### config.mk
export PLATFORM = sky130hd
export DESIGN_NAME = nanov_spi_mem
export DESIGN_NICKNAME = d
export VERILOG_FILES = /design/src/rtl/nanov_spi_pkg.sv /design/src/rtl/nanov_spi_bitclk.sv /design/src/rtl/nanov_spi_mem.sv
export SDC_FILE = /design/constraint.sdc
export NUM_CORES = 1
export LEC_CHECK = 0
export BUFFER_PORTS_ARGS = -buffer_cell sky130_fd_sc_hd__buf_2
export CELL_PAD_IN_SITES_DETAIL_PLACEMENT = 1
export CELL_PAD_IN_SITES_GLOBAL_PLACEMENT = 1
export CORE_MARGIN = 2
export CORE_UTILIZATION = 39
export DETAILED_ROUTE_END_ITERATION = 7
export PLACE_DENSITY_LB_ADDON = 0.08
export RECOVER_POWER = 100
export SYNTH_ARGS = -nofsm -noshare
export SYNTH_HDL_FRONTEND = slang
export SYNTH_SLANG_ARGS = --single-unit
### constraint.sdc
create_clock -name clk -period 3.3 [get_ports clk]
set_input_delay 0.165 -clock clk [delete_from_list [all_inputs] [get_ports clk]]
set_output_delay 0.165 -clock clk [all_outputs]
set_load 0.005 [all_outputs]
### src/rtl/nanov_spi_pkg.sv
// Shared types and constants for the nanoV SPI memory front-end.
package nanov_spi_pkg;

  typedef enum logic [2:0] {
    ST_IDLE,
    ST_CMD,
    ST_ADDR,
    ST_DATA,
    ST_END
  } spi_state_t;

  localparam logic [7:0] CMD_READ_DEF  = 8'h03;
  localparam logic [7:0] CMD_WRITE_DEF = 8'h02;

  // Access size encodings as presented by the core; 3 also means a word.
  localparam logic [1:0] SIZE_BYTE = 2'd0;
  localparam logic [1:0] SIZE_HALF = 2'd1;
  localparam logic [1:0] SIZE_WORD = 2'd2;

  function automatic logic [2:0] size_bytes(input logic [1:0] size);
    case (size)
      SIZE_BYTE: size_bytes = 3'd1;
      SIZE_HALF: size_bytes = 3'd2;
      default:   size_bytes = 3'd4;
    endcase
  endfunction

endpackage

### src/rtl/nanov_spi_bitclk.sv
// SPI bit timing: two clk cycles per bit (sck low, then high) and a
// per-state bit counter that wraps on the last bit of the current state.
module nanov_spi_bitclk #(
  parameter int CNT_W = 6
) (
  input  logic             clk,
  input  logic             rst,
  input  logic             run,
  input  logic [CNT_W-1:0] nbits,
  output logic             sck,
  output logic             bit_end,
  output logic             last_bit,
  output logic [CNT_W-1:0] bit_cnt
);

  logic             phase_q;
  logic [CNT_W-1:0] cnt_q;

  // Phase toggles every cycle while running; the count advances as phase 1 ends.
  always_ff @(posedge clk or posedge rst) begin
    if (rst) begin
      phase_q <= 1'b0;
      cnt_q   <= '0;
    end else if (!run) begin
      phase_q <= 1'b0;
      cnt_q   <= '0;
    end else begin
      phase_q <= ~phase_q;
      if (phase_q) cnt_q <= last_bit ? '0 : cnt_q + CNT_W'(1);
    end
  end

  assign sck      = run & phase_q;
  assign bit_end  = run & phase_q;
  assign last_bit = (cnt_q == nbits - CNT_W'(1));
  assign bit_cnt  = cnt_q;

endmodule

### src/rtl/nanov_spi_mem.sv
// SPI RAM front-end for nanoV: command, address, then 1/2/4 data bytes.
// Reads stream each MISO bit to the core and also assemble rdata.
module nanov_spi_mem
  import nanov_spi_pkg::*;
#(
  parameter int         ADDR_BITS = 24,
  parameter logic [7:0] CMD_READ  = CMD_READ_DEF,
  parameter logic [7:0] CMD_WRITE = CMD_WRITE_DEF
) (
  input  logic                 clk,
  input  logic                 rst,
  input  logic                 start,
  input  logic                 is_write,
  input  logic [ADDR_BITS-1:0] addr,
  input  logic [1:0]           size,
  input  logic [31:0]          wdata,
  output logic                 busy,
  output logic                 done,
  output logic                 data_bit,
  output logic                 data_shift,
  output logic [31:0]          rdata,
  output logic                 spi_cs_n,
  output logic                 spi_sck,
  output logic                 spi_mosi,
  input  logic                 spi_miso
);

  spi_state_t           state_q, state_d;
  logic                 accept;
  logic                 active;
  logic                 is_write_q;
  logic [1:0]           size_q;
  logic [ADDR_BITS-1:0] addr_q;
  logic [31:0]          wdata_q;
  logic [31:0]          tx_sr_q;
  logic [31:0]          addr_word;
  logic [31:0]          wdata_swap;
  logic [2:0]           nbytes;
  logic [5:0]           nbits;
  logic                 sck_ph;
  logic                 bit_end;
  logic                 last_bit;
  logic [5:0]           bit_cnt;
  logic [4:0]           rx_idx;
  logic                 unused_cnt_msb;

  assign active = (state_q == ST_CMD) || (state_q == ST_ADDR) || (state_q == ST_DATA);
  assign nbytes = size_bytes(size_q);

  // Address left-justified so it leaves MSB first from tx_sr_q[31].
  assign addr_word = 32'(addr_q) << (32 - ADDR_BITS);

  // Byte 0 goes out first, each byte MSB first.
  assign wdata_swap = {wdata_q[7:0], wdata_q[15:8], wdata_q[23:16], wdata_q[31:24]};

  // k-th received byte lands in rdata[8k+7:8k], MSB first within the byte.
  assign rx_idx         = {bit_cnt[4:3], ~bit_cnt[2:0]};
  assign unused_cnt_msb = bit_cnt[5];

  // Bit length of the state currently being shifted.
  always_comb begin
    nbits = 6'd8;
    case (state_q)
      ST_ADDR: nbits = 6'(ADDR_BITS);
      ST_DATA: nbits = {nbytes, 3'b000};
      default: nbits = 6'd8;
    endcase
  end

  nanov_spi_bitclk #(.CNT_W(6)) u_bitclk (
    .clk      (clk),
    .rst      (rst),
    .run      (active),
    .nbits    (nbits),
    .sck      (sck_ph),
    .bit_end  (bit_end),
    .last_bit (last_bit),
    .bit_cnt  (bit_cnt)
  );

  // FSM state register.
  always_ff @(posedge clk or posedge rst) begin
    if (rst) state_q <= ST_IDLE;
    else     state_q <= state_d;
  end

  // Next-state logic; start is only honoured in IDLE, never queued.
  always_comb begin
    state_d = state_q;
    accept  = 1'b0;
    unique case (state_q)
      ST_IDLE: if (start) begin
        accept  = 1'b1;
        state_d = ST_CMD;
      end
      ST_CMD:  if (bit_end && last_bit) state_d = ST_ADDR;
      ST_ADDR: if (bit_end && last_bit) state_d = ST_DATA;
      ST_DATA: if (bit_end && last_bit) state_d = ST_END;
      ST_END:  state_d = ST_IDLE;
      default: state_d = ST_IDLE;
    endcase
  end

  assign busy     = (state_q != ST_IDLE);
  assign done     = (state_q == ST_END);
  assign spi_cs_n = ~active;
  assign spi_sck  = sck_ph;
  assign spi_mosi = active & tx_sr_q[31];

  // Request capture on accept; payload only, so no reset needed.
  always_ff @(posedge clk) begin
    if (accept) begin
      is_write_q <= is_write;
      size_q     <= size;
      addr_q     <= addr;
      wdata_q    <= wdata;
    end
  end

  // Transmit shifter, reloaded at each state boundary; zeros during read data.
  always_ff @(posedge clk) begin
    if (accept) begin
      tx_sr_q <= {(is_write ? CMD_WRITE : CMD_READ), 24'd0};
    end else if (bit_end) begin
      if (last_bit && state_q == ST_CMD)       tx_sr_q <= addr_word;
      else if (last_bit && state_q == ST_ADDR) tx_sr_q <= is_write_q ? wdata_swap : 32'd0;
      else                                     tx_sr_q <= {tx_sr_q[30:0], 1'b0};
    end
  end

  // Read sampling at the end of each sck-high phase; rdata cleared on accept.
  always_ff @(posedge clk or posedge rst) begin
    if (rst) begin
      data_bit   <= 1'b0;
      data_shift <= 1'b0;
      rdata      <= 32'd0;
    end else begin
      data_shift <= 1'b0;
      if (accept) begin
        rdata <= 32'd0;
      end else if (bit_end && state_q == ST_DATA && !is_write_q) begin
        data_bit      <= spi_miso;
        data_shift    <= 1'b1;
        rdata[rx_idx] <= spi_miso;
      end
    end
  end

endmodule

* Yosys cells after proc, flatten, opt, wreduce, memory -nomap -nowiden *
Index checks and enable logic that the tools add are counted.

operators by class
  muxes and demuxes = 26
  equal/unequal tests = 11
  $lt $le $gt $ge = 2
  bitwise gates (word level) = 6
  reduce and logical (&&, ||, !) cells = 16
  add/subtract/negate cells = 2

operator list
  cell                                                        count
  2-to-1 mux 32 bit                                           7
  bitwise mux 32 bit                                          1
  2-to-1 mux 6 bit                                            3
  2-to-1 mux 3 bit                                            4
  case mux 3 bit (4 select lines)                             1
  case mux 6 bit (2 select lines)                             1
  != test 2 x 1 -> 1 bit, second input constant               4
  2-to-1 mux 1 bit                                            7
  adder 6 x 1 -> 6 bit, second input constant                 1
  equality test 3 x 2 -> 1 bit, second input constant         2
  equality test 6 bit                                         1
  logical AND 1 bit                                           6
  less-than comparator 5 x 6 -> 1 bit, second input constant  1
  case mux 3 bit (2 select lines)                             1
  subtractor 6 x 1 -> 6 bit, second input constant            1
  demux 1 bit (select 5 bit)                                  1
  >= comparator 5 x 1 -> 1 bit, second input constant         1
  AND reduction 4 bit                                         1
  nonzero test 2 bit                                          2
  equality test 3 x 1 -> 1 bit, second input constant         1
  equality test 3 bit, second input constant                  1
  logical NOT 3 bit                                           1
  inverter 1 bit                                              3
  inverter 3 bit                                              1
  8 further kinds                                             10

word-level totals
  logic and storage cells = 75
  output and inout port bits = 39
  input bits = 63
  register bits = 135

* Depth between registers and ports, before layout *
  depth in word-level cells = 10
  mapped depth = 11
  depth with buffers taken out = 9

* Cells and area by module *
From an unflattened synthesis, not the netlist that was laid out.

unflattened totals
  cells, all modules = 558
  area total of the unflattened synthesis = 6343.6 um2

by module, submodules not included
  module            instances  sequential area each (um2)  cells each  area each (um2)
  nanov_spi_mem     1          3418.3                      494         5786.8
  nanov_spi_bitclk  1          175.2                       64          556.8

* Worst setup path after synthesis *
No wires, ideal clock.

  path kind = register -> register
  start point = reg state_q[0]
  end point = reg addr_q[0] (enable)
  data required time = 2.854 ns
  buffers on the path = 2
  data arrival time = 3.052 ns
  path slack = -0.198 ns
  period minus slack after synthesis = 3.498 ns
  stages on the path, launching flop included = 5
  library setup time = 0.446 ns
  cell sequence = dfrtp_1 buf_2 or3_1 nor2_2 clkbuf_1

on the way
  cells in the longest elaborated chain, start to end = 2

RTL lines
  element                   line                  source
  start: declaration        nanov_spi_mem.sv:28   spi_state_t state_q, state_d;
  start signal: assignment  nanov_spi_mem.sv:84   else state_q <= state_d;
  logical NOT 3 bit         nanov_spi_mem.sv:91   unique case (state_q)
  2-to-1 mux 1 bit          nanov_spi_mem.sv:91
  named net accept          nanov_spi_mem.sv:29   logic accept;
  end signal: assignment    nanov_spi_mem.sv:115  addr_q <= addr;
  end: declaration          nanov_spi_mem.sv:33   logic [ADDR_BITS-1:0] addr_q;

The timed path passes the listed nets, and every way through them passes these cells.
A chain may end at the register's enable or synchronous reset.

* Worst setup path after layout *
  start point = reg state_q[0]
  end point = reg tx_sr_q[25] (enable)

on the way
  cells in the longest elaborated chain, start to end = 5
  elaborated cells on any way between the ends = 9
  those cells by class = 3 x eq/ne; 1 x mux; 1 x bitwise; 4 x reduce/logical

RTL lines
  element                                                                       line                    source
  equality test 3 x 1 -> 1 bit or equality test 3 x 2 -> 1 bit (tied branches)  nanov_spi_mem.sv:47     assign active = (state_q == ST_CMD) || (state_q == ST_ADDR) || (state_q == ST_DATA);
  logical OR 1 bit (2 in series)                                                nanov_spi_mem.sv:47
  bitwise AND 1 bit                                                             nanov_spi_bitclk.sv:34  assign bit_end = run & phase_q;
  nonzero test 2 bit (no line) *                                                n/a
  end signal: assignment                                                        nanov_spi_mem.sv:123    tx_sr_q <= {(is_write ? CMD_WRITE : CMD_READ), 24'd0};
  end signal: assignment                                                        nanov_spi_mem.sv:125    if (last_bit && state_q == ST_CMD) tx_sr_q <= addr_word;
  end signal: assignment                                                        nanov_spi_mem.sv:126    else if (last_bit && state_q == ST_ADDR) tx_sr_q <= is_write_q ? wdata_swap : 32'd0;
  end: declaration                                                              nanov_spi_mem.sv:35     logic [31:0] tx_sr_q;

Every way passes the cells marked *; elsewhere a longest branch is shown, timed or not.

==> results.sh <==
export IMPL_place_inst=789
export IMPL_finalSetupTns_ns=0
export IMPL_core_area_um2=14400
export IMPL_maxSlewViolCount=45
export IMPL_synth_nets=591
export IMPL_powerDensity_nw_per_um2=771
export IMPL_clk_pin_slew_ns=0.06
export IMPL_ys_flop_type="edfxtp_1"
export IMPL_syn_area_per_cell_um2=10.9
export IMPL_globalplace_congestion=0.803
export IMPL_synth_area_top_cells="edfxtp_1 (35%), dfrtp_1 (19%), dfxtp_1 (8.4%)"
export IMPL_cp_arrival_ns=3.02
export IMPL_leakage_nw=3.01
export IMPL_ys_seq_area_share_pct=62.8
export IMPL_grt_max_degree=70
export IMPL_rsz0062_at_grt="false"
export IMPL_antenna_found_initial=0
export IMPL_track_usage_pct=20.5
export IMPL_yosys_area_top_type="edfxtp_1"
export IMPL_async_reset_ff_share_pct=32.6
export IMPL_via_count=4580
export IMPL_drc_errors=0
export IMPL_clkSinkCount=135
export IMPL_post_cts_buffers=0
export IMPL_ys_ff_latch=135
export IMPL_grt_pass1_vias=4783
export IMPL_cp_max_fo=26
export IMPL_start_util_pct=39.7
export IMPL_cts_max_level=4
export IMPL_crit_required_ns=3.37
export IMPL_place_hpwl_um=9640
export IMPL_cp_slowest_cell="clkbuf_1"
export IMPL_setup_slack_ns=0.352
export IMPL_placed_area_um2=6440
export IMPL_die_area_um2=15700
export IMPL_status="finished with violations"
export IMPL_yosys_warnings=0
export IMPL_cp_cell_sequence="o21ba_1, and2_0, clkbuf_1, nor2_2, buf_4, inv_1"
export IMPL_clk_latency_ns=0.42
export IMPL_nNetsFinal=752
export IMPL_synth_cell_types=51
export IMPL_synth_edff_count=67
export IMPL_fin_worst_skew_ns=0.00946
export IMPL_fin_crit_ns=2.95
export IMPL_finalSetupViolCount=0
export IMPL_num_io_pins=102
export IMPL_tritoncts="built"
export IMPL_area_growth_pct=32.3
export IMPL_num_rows=44
export IMPL_routedWlPerCell_um=17.6
export IMPL_startpoint_type="flip-flop"
export IMPL_routed_via_density=5.20
export IMPL_hold_viol_final=0
export IMPL_fp_dieW_um=125
export IMPL_fill_cells=1574
export IMPL_drtAntennaViolNets=0
export IMPL_finalCritPeriodShare_pct=89.3
export IMPL_grt_pass1_wl_um=25300
export IMPL_violations="capacitance limit, slew limit"
export IMPL_syn_area_um2=5720
export IMPL_crit_path_end_kind="flip-flop"
export IMPL_cpPeakStageDelay_ns=0.84
export IMPL_synth_top_area_share_pct=35.1
export IMPL_place_ws_ns=0.338
export IMPL_wl_um=15500
export IMPL_p_total_mw=5.84
export IMPL_hold_path_class="primary input to flip-flop"
export IMPL_firstDrtPassIters=4
export IMPL_drive_above_1_share_pct=18.5
export IMPL_clock_path_buffers=2
export IMPL_cts_made_buffers=17
export IMPL_fp_dieH_um=125
export IMPL_drt_iter0_drc=246
export IMPL_maxCapViolCount=1
export IMPL_tightest_slew_ns=2.50
export IMPL_irDropWorstVdd_mv=0.351
export IMPL_layout_cells_non_filler=881
export IMPL_clock_fmax_ghz=0.339
export IMPL_insertedDiodeCount=0
export IMPL_path_class="flip-flop to flip-flop"
export IMPL_stdcell_area_um2=7570
export IMPL_io_buffers=101
export IMPL_cts_root_buf="clkbuf_16"
export IMPL_syn_inst=523
export IMPL_gr_total_overflow=0
export IMPL_max_slew_margin_pct=-66.8
==> power by group <==
group	switching [mW]	total, mW	internal [mW]
combinational	0.897	1.55	0.652
clock	0.691	1.87	1.18
sequential	0.282	2.42	2.14
==> synthesized netlist by cell type (2+ instances only) <==
| cell | n |
|---|---|
| a21o_1 | 19 |
| a21oi_1 | 36 |
| a221oi_1 | 2 |
| a22oi_1 | 30 |
| and2_1 | 3 |
| and3_1 | 4 |
| and3b_1 | 2 |
| buf_1 | 2 |
| buf_2 | 3 |
| buf_4 | 2 |
| clkbuf_1 | 28 |
| dfrtp_1 | 44 |
| dfxtp_1 | 24 |
| edfxtp_1 | 67 |
| ha_1 | 5 |
| inv_1 | 12 |
| mux2_2 | 2 |
| mux2i_1 | 4 |
| nand2_1 | 91 |
| nand2b_1 | 3 |
| nand3_1 | 32 |
| nand4_1 | 3 |
| nand4b_1 | 2 |
| nor2_1 | 15 |
| nor3_1 | 6 |
| nor3b_1 | 4 |
| o21ai_0 | 38 |
| o21ai_1 | 11 |
| or3_1 | 2 |
| xnor2_1 | 3 |
| xor2_1 | 4 |
==> cell families (layout without fill, tap and decap cells) <==
family          after synthesis  after routing  synth area share [%]
compound gates              142            142                  15.0
xor+xnor                      7              7                  1.07
fa+ha+maj                     5              5                  1.09
buf+inv                      49            223                  3.56
flops                       135            135                  62.8
mux                           6              6                  1.09
simple gates                179            179                  15.4
==> placed cells by master, fill, tap and decap left out, types with 11 or more instances in the layout <==
cell type and instances:
a21o_1 19, a21oi_1 36, a22oi_1 30, buf_2 83
buf_4 13, clkbuf_1 28, clkbuf_16 17, dfrtp_1 44
dfxtp_1 24, dlygate4sd3_1 60, edfxtp_1 67, inv_1 11
nand2_1 91, nand3_1 31, nor2_1 15, o21ai_0 46
==> registers in the layout, indices dropped and copies added (netlist names) <==
register and cells:
u_bitclk.bit_cnt 6, state_q 3, tx_sr_q 32, data_shift 1, u_bitclk.phase_q 1, data_bit 1, size_q 2, is_write_q 1
rdata 32, wdata_q 32, addr_q 24
==> worst max-delay path: cells and delay by family (launching register included) <==
kind	cells	cell delay [ns]
simple gates	2	0.23
compound gates	1	0.34
buf+inv	3	1.41
flops	1	0.61
==> per-stage QoR <==
stage	utilization (%)	hold WS [ns]
after floorplan	-	0.264
after global placement	44.7	0.341
after detailed placement	44.7	0.343
after CTS	52.8	0.151
after global routing	52.5	0.223
final	52.5	0.171
==> per-layer routing <==
layer  wire [um]  track usage [%]  up-vias
met4         209             6.86        0
met3         631             4.28       18
li1            -                -     2194
met2        7770             34.3      102
met1        6910             26.7     2266
met5           0                0        -
==> repair_timing <==
item,in CTS,in global routing
hold buffers,60,0
endpoints found under the setup margin,0,14
endpoints found under the hold margin,103,0
resized for setup,0,1
==> path summary, 6_finish.rpt <==
check,startpoint,end,slack (ns),cells past startpoint
worst max register to register,state_q[0]$_DFFE_PP0P_,tx_sr_q[25]$_SDFFCE_PP1P_,0.35,6
worst min register to register,tx_sr_q[5]$_SDFFE_PP0P_,tx_sr_q[5]$_SDFFE_PP0P_,0.46,2
min in group asynchronous,rst,u_bitclk.bit_cnt[0]$_DFFE_PP0N_,1.22,4
worst min-delay path,start,state_q[0]$_DFFE_PP0P_,0.17,3
worst max-delay path,state_q[0]$_DFFE_PP0P_,tx_sr_q[25]$_SDFFCE_PP1P_,0.35,6
max in group asynchronous,rst,u_bitclk.bit_cnt[3]$_DFFE_PP0N_,0.64,4
==> final cells by class <==
| cell class | count | area, um2 | area share [%] |
|---|---|---|---|
| Clock buffer | 22 | 444 | 5.86 |
| Clock inverter | 10 | 129 | 1.70 |
| Inverter | 12 | 45.0 | 0.595 |
| Multi-Input combinational cell | 339 | 1930 | 25.5 |
| Sequential cell | 135 | 3590 | 47.4 |
| Tap cell | 184 | 230 | 3.04 |
| Timing Repair Buffer | 179 | 1200 | 15.8 |
Power figures use the tool's default switching activity.
